## config.mk

```make
export PLATFORM = sky130hd
export DESIGN_NAME = sap_controller
export DESIGN_NICKNAME = d
export VERILOG_FILES = /design/src/rtl/sap_controller.sv
export SDC_FILE = /design/constraint.sdc
export NUM_CORES = 1
export LEC_CHECK = 0
export CAP_MARGIN = 25
export CORE_MARGIN = 2
export CORE_UTILIZATION = 37
export DETAILED_ROUTE_END_ITERATION = 7
export PLACE_DENSITY = 0.78
export SLEW_MARGIN = 15
export SYNTH_ARGS = -nofsm -noshare
export SYNTH_HDL_FRONTEND = slang
export SYNTH_SLANG_ARGS = --single-unit
```

## constraint.sdc

```tcl
create_clock -name clock -period 1.7 [get_ports clock]
set_clock_uncertainty 0.15 [all_clocks]
set_input_delay 0.17 -clock clock [delete_from_list [all_inputs] [get_ports clock]]
set_output_delay 0.17 -clock clock [all_outputs]
set_load 0.01 [all_outputs]
```

## src/rtl/sap_controller.sv

```systemverilog
// SAP-1 style control sequencer: six-step T-ring with an instruction register,
// decoding the control word as a pure function of step and IR.
//
// state   | meaning
// --------+-----------------------------------------------
// ST_T1   | address fetch: PC onto bus, latch into MAR
// ST_T2   | increment PC
// ST_T3   | RAM onto bus, latch into IR
// ST_T4   | execute step 1 (operand address / OUT / HLT)
// ST_T5   | execute step 2
// ST_T6   | execute step 3
// ST_HALT | stopped by HLT, left only through reset
module sap_controller (
    input  logic       clock,
    input  logic       reset,
    input  logic [7:0] bus_in,
    output logic [3:0] ir_operand,
    output logic [3:0] opcode,
    output logic [5:0] t_state,
    output logic       pc_out,
    output logic       pc_inc,
    output logic       mar_in,
    output logic       ram_out,
    output logic       ir_out,
    output logic       a_in,
    output logic       a_out,
    output logic       b_in,
    output logic       alu_out,
    output logic       sub,
    output logic       out_in,
    output logic       halt
);

    localparam logic [3:0] OP_LDA = 4'b0000;
    localparam logic [3:0] OP_ADD = 4'b0001;
    localparam logic [3:0] OP_SUB = 4'b0010;
    localparam logic [3:0] OP_OUT = 4'b1110;
    localparam logic [3:0] OP_HLT = 4'b1111;

    typedef enum logic [2:0] {
        ST_T1,
        ST_T2,
        ST_T3,
        ST_T4,
        ST_T5,
        ST_T6,
        ST_HALT
    } state_t;

    state_t     state_q, state_d;
    logic [7:0] ir_q, ir_d;

    always_ff @(posedge clock or posedge reset) begin
        if (reset) begin
            state_q <= ST_T1;
            ir_q    <= 8'h00;
        end else begin
            state_q <= state_d;
            ir_q    <= ir_d;
        end
    end

    assign opcode     = ir_q[7:4];
    assign ir_operand = ir_q[3:0];

    always_comb begin
        state_d = state_q;
        ir_d    = ir_q;
        case (state_q)
            ST_T1:   state_d = ST_T2;
            ST_T2:   state_d = ST_T3;
            ST_T3: begin
                ir_d    = bus_in;
                state_d = ST_T4;
            end
            // HLT is known by T4 because IR was loaded on the edge ending T3
            ST_T4:   state_d = (ir_q[7:4] == OP_HLT) ? ST_HALT : ST_T5;
            ST_T5:   state_d = ST_T6;
            ST_T6:   state_d = ST_T1;
            ST_HALT: state_d = ST_HALT;
            default: state_d = ST_T1;
        endcase
    end

    always_comb begin
        t_state = 6'b000000;
        pc_out  = 1'b0;
        pc_inc  = 1'b0;
        mar_in  = 1'b0;
        ram_out = 1'b0;
        ir_out  = 1'b0;
        a_in    = 1'b0;
        a_out   = 1'b0;
        b_in    = 1'b0;
        alu_out = 1'b0;
        sub     = 1'b0;
        out_in  = 1'b0;
        halt    = 1'b0;
        case (state_q)
            ST_T1: begin
                t_state = 6'b000001;
                pc_out  = 1'b1;
                mar_in  = 1'b1;
            end
            ST_T2: begin
                t_state = 6'b000010;
                pc_inc  = 1'b1;
            end
            ST_T3: begin
                t_state = 6'b000100;
                ram_out = 1'b1;
            end
            ST_T4: begin
                t_state = 6'b001000;
                case (ir_q[7:4])
                    OP_LDA, OP_ADD, OP_SUB: begin
                        ir_out = 1'b1;
                        mar_in = 1'b1;
                    end
                    OP_OUT: begin
                        a_out  = 1'b1;
                        out_in = 1'b1;
                    end
                    default: ;
                endcase
            end
            ST_T5: begin
                t_state = 6'b010000;
                case (ir_q[7:4])
                    OP_LDA: begin
                        ram_out = 1'b1;
                        a_in    = 1'b1;
                    end
                    OP_ADD, OP_SUB: begin
                        ram_out = 1'b1;
                        b_in    = 1'b1;
                        sub     = (ir_q[7:4] == OP_SUB);
                    end
                    default: ;
                endcase
            end
            ST_T6: begin
                t_state = 6'b100000;
                if (ir_q[7:4] == OP_ADD || ir_q[7:4] == OP_SUB) begin
                    alu_out = 1'b1;
                    a_in    = 1'b1;
                    sub     = (ir_q[7:4] == OP_SUB);
                end
            end
            ST_HALT: halt = 1'b1;
            default: ;
        endcase
    end

endmodule

```

== Yosys cells after proc, flatten, opt, wreduce, memory -nomap -nowiden ==
Index checks and enable logic that the tools add are counted.
Widths: inputs -> output; s select.

* Equal/unequal tests: 10
* Mux-type cells: 21
* Reduce and logical (&&, ||, !) cells: 5

{| class="wikitable"
|+ Operators by type and width
! kind !! number
|-
| $pmux 6 s6 || 1
|-
| $pmux 3 s6 || 1
|-
| $mux 1 || 14
|-
| $eq 3x3->1 const B || 3
|-
| $eq 4x4->1 const B || 2
|-
| $pmux 1 s2 || 4
|-
| $eq 3x2->1 const B || 2
|-
| $eq 4x1->1 const B || 1
|-
| $eq 4x2->1 const B || 1
|-
| $logic_not 4->1 || 1
|-
| $eq 3x1->1 const B || 1
|-
| $logic_not 3->1 || 1
|-
| $reduce_or 3->1 || 1
|-
| $mux 2 || 1
|-
| $reduce_or 2->1 || 1
|-
| $logic_or 1x1->1 || 1
|}

* Register bits after elaboration: 11
* Bits of input ports: 10
* Output and inout bits: 26
* Logic and storage cells: 38

== Longest topological paths before layout ==
Gate-level depths: netlist (run 1).

* Depth in word-level cells: 4
* Gate-level depth with buffers: 5
* Mapped depth without buffers: 3

== Worst setup path after synthesis (run 1) ==
Ideal clock, no wire load.

* Path kind: flip-flop to output port
* Start: register ir_q[4]
* End: output out_in
* Arrival time: 1.260 ns
* Required time: 1.380 ns
* Setup slack: 0.120 ns
* Stages on the path, launching flop included: 5
* Path buffers: 2
* Cell sequence: dfrtp_1 -> buf_2 -> nand2b_1 -> nor3_1 -> buf_4

* Longest elaborated chain between the ends: 3

{| class="wikitable"
|+ RTL lines
! item !! line !! RTL
|-
| from (decl) || 51 || <nowiki>logic [7:0] ir_q, ir_d;</nowiki>
|-
| from (signal assigned) || 59 || <nowiki>ir_q <= ir_d;</nowiki>
|-
| $eq 4x4->1 || n/a ||
|-
| $mux 1 (2 in a row) || n/a ||
|-
| to (decl) || 30 || <nowiki>output logic out_in,</nowiki>
|}

No other way between the ends.

== Final worst setup path (run 1) ==
* Start: register state_q[0]
* End: output a_in

* Longest elaborated chain between the ends: 2
* Elaborated cells on any way between the ends: 3
* Classes of those cells: eq/ne: 2; mux: 1

{| class="wikitable"
|+ RTL lines
! item !! line !! RTL
|-
| from (decl) || 50 || <nowiki>state_t state_q, state_d;</nowiki>
|-
| from (signal assigned) || 58 || <nowiki>state_q <= state_d;</nowiki>
|-
| $eq 3x3->1 || 99 || <nowiki>case (state_q)</nowiki>
|-
| $pmux 1 s2 (*) || 99 ||
|-
| to (decl) || 25 || <nowiki>output logic a_in,</nowiki>
|}

Every way passes the cells marked *; elsewhere a longest branch is shown, timed or not.

==> results.py, run 1 <==
metrics = {
    "outcome": {
        "status": "finished, violations left",
        "violations": "negative setup slack",
    },
    "floorplan": {
        "dieHeight_um": 45.49,
        "die_w_um": 45.49,
        "initial_core_util_pct": 40.85,
        "pin_count": 36,
        "core_area_um2": 1559,
        "row_count": 14,
        "die_area_um2": 2069,
    },
    "sta": {
        "hold_viol_final": 0,
        "slew_headroom_pct": 70.25,
        "max_clock_freq_ghz": 0.5540,
        "finalCritPeriodShare_pct": 106.2,
        "whs_ps": 43.22,
        "fin_ws_ps": -105.0,
        "slew_viol_final": 0,
        "period_minus_slack_ps": 1805,
        "rsz0062_at_grt": "true",
        "tightest_slew_ps": 445.8,
        "setup_viol": 15,
    },
    "finish": {
        "final_cell_mix": "buf_4, clkdlybuf4s50_1, buf_2",
        "n_fill_cell": 70,
        "area_growth_pct": 113.2,
        "nets": 144,
        "final_util_pct": 87.08,
        "layout-drive-gt1-share_pct": 63.91,
        "design_area_um2": 1358,
        "layout_commonest_cell": "buf_4",
        "antenna_cells": 0,
        "layoutNonFillerInstCount": 149,
    },
    "worst_setup_path": {
        "cp-startpoint": "state_q[0]",
        "timing.rr.start": "state_q[2]",
        "path_class": "reg -> out",
        "critPathLaunchType": "flop",
        "rrSetupSlack_ps": -50,
        "worstPathArrival_ps": 1490,
        "crit_fanout": 4,
        "cp-end-kind": "output pin",
        "crit_required_ps": 1380,
    },
    "synth": {
        "synth_nets": 75,
        "synth_warnings": 0,
        "synth_top_area_share_pct": 43.22,
        "netlist.top_cell.by_area": "dfrtp_1",
        "synth-seq-area-share_pct": 43.22,
        "synth_area_um2": 636.9,
        "ys_types": 25,
        "synth_area_per_cell_um2": 9.798,
        "synth_area_leaders": "dfrtp_1, mux2_2, buf_6",
        "yosys_register_bits": 11,
        "postSynthCellCount": 65,
    },
    "detailed_routing": {
        "drc_errors": 0,
        "routed_wl_mm": 3.001,
        "drt-wirelength-per-cell_um": 20.14,
        "routed_via_density": 5.631,
        "first_pass_iters": 5,
        "postRouteAntennaNets": 0,
        "via_count": 839,
        "drt-initial-drc-count": 33,
    },
    "global_route": {
        "antenna_found_initial": 0,
        "grt_usage_pct": 25.90,
        "grt_pass1_wl_mm": 3.712,
        "first_global_vias": 807,
        "grt_max_degree": 12,
        "grt_overflow_total": 0,
    },
    "clock_tree": {
        "clk_path_buf_depth": 2,
        "clk_pin_slew_ps": 70,
        "htree_levels": 1,
        "cts.sinks": 11,
        "clock_tree.root_cell": "clkbuf_4",
        "cts_hold_buf": 0,
        "cts_buffers": 3,
        "clock_latency_ps": 270,
        "cts_tree": "built",
    },
    "power_and_ir_drop": {
        "total_leakage_power_nw": 0.6832,
        "peakVddDrop_v": 0.001393,
        "powerDensity_nw_per_um2": 2220,
        "power_mw": 3.013,
    },
    "placed_design": {
        "place_congestion": 0.8375,
        "post-place-cells": 127,
        "port_buffers": 35,
        "dp_hpwl_mm": 1.356,
        "dpl_cell_area_um2": 1092,
    },
    "hold_path": {
        "hp-class": "in -> async",
    },
    "flow_run": {
        "drv_cap": 0,
    },
}
==> final timing paths <==
kind                                   end  depth (start not counted)
worst max-delay path                  a_in                          6
min in group clock                 ir_q[6]                          2
worst min-delay path               ir_q[2]                          2
worst max register to register     ir_q[7]                          6
max in group asynchronous       state_q[2]                          2
worst min register to register     ir_q[0]                          1
==> sequential cells by signal (all words and copies together) (netlist names) <==
signal	flops
ir_q	8
state_q	3
==> worst max-delay path: stages, from the launching register on <==
cell	delay, ps
dfrtp_2	440
buf_6	140
buf_6	110
nand3b_1	110
o21ai_1	100
and3_1	180
buf_2	140
==> cell families after synthesis <==
logic type             count (synthesis)  synth area share (%)
multiplexers                           8                 14.15
flip-flops                            11                 43.22
AO/OA/AOI/OAI                          7                 6.680
buffers and inverters                 11                 10.80
XOR/XNOR                               2                 2.751
AND/OR/NAND/NOR                       26                 22.40
==> area by class of cell <==
class	instances	area, µm²	share of cell area, %
inverter	3	13.76	1.014
clock buffer	4	26.28	1.935
tap	16	20.02	1.475
multi-input combinational	43	410.4	30.23
sequential	11	284.0	20.92
timing repair buffer	72	603.1	44.42
==> stage by stage <==
| stage | setup WS, ps | setup TNS [ps] |
|---|---|---|
| floorplan | 120.4 | 0 |
| global placement | -179.2 | -1461 |
| detailed placement | -182.2 | -1700 |
| CTS | -90.20 | -425.5 |
| global route | -158.6 | -1305 |
| finish | -105.0 | -700.4 |
==> report_power, final <==
part           internal (mW)  switching [mW]  total (mW)
combinational           1.29           0.942        2.23
clock                 0.0908          0.0868       0.178
sequential             0.416           0.190       0.606
==> synth_stat cells <==
master	instances
nor2_1	4
xor2_1	2
buf_2	4
a31o_2	1
nor3b_1	2
nand2_1	6
and2_1	1
nand3_1	1
nand2b_1	2
inv_1	3
buf_6	2
mux2_2	8
and3_1	1
nor3_1	3
a31oi_1	1
o21ai_0	3
dfrtp_1	11
nor3b_2	1
o21bai_1	1
nand3b_1	1
nor2b_1	2
buf_4	2
nand4_1	1
nor4_1	1
a21oi_1	1
==> routing by layer <==
layer	global-route usage [%]	vias up	wire length, µm
li1	-	350	-
met1	29.95	419	1052
met3	8.333	19	230
met5	0	-	0
met2	47.04	51	1516
met4	3.529	0	201
==> what timing repair did <==
| action | 4_1_cts | 5_1_grt |
|---|---|---|
| resized for setup | 107 | 14 |
| cloned | 0 | 0 |
| pin swaps | 4 | 3 |
| setup endpoints to repair | 21 | 24 |
| hold endpoints to repair | 0 | 0 |
| buffers inserted | 15 | 4 |
Note: power is estimated with default switching activity, not from simulation.
==> run 2: changes to the inputs <==
Settings changed: CTS_CLUSTER_DIAMETER set to 40.
==> results of run 2 <==
Same layout as run 1: the final DEF is identical, and so are final timing and power.
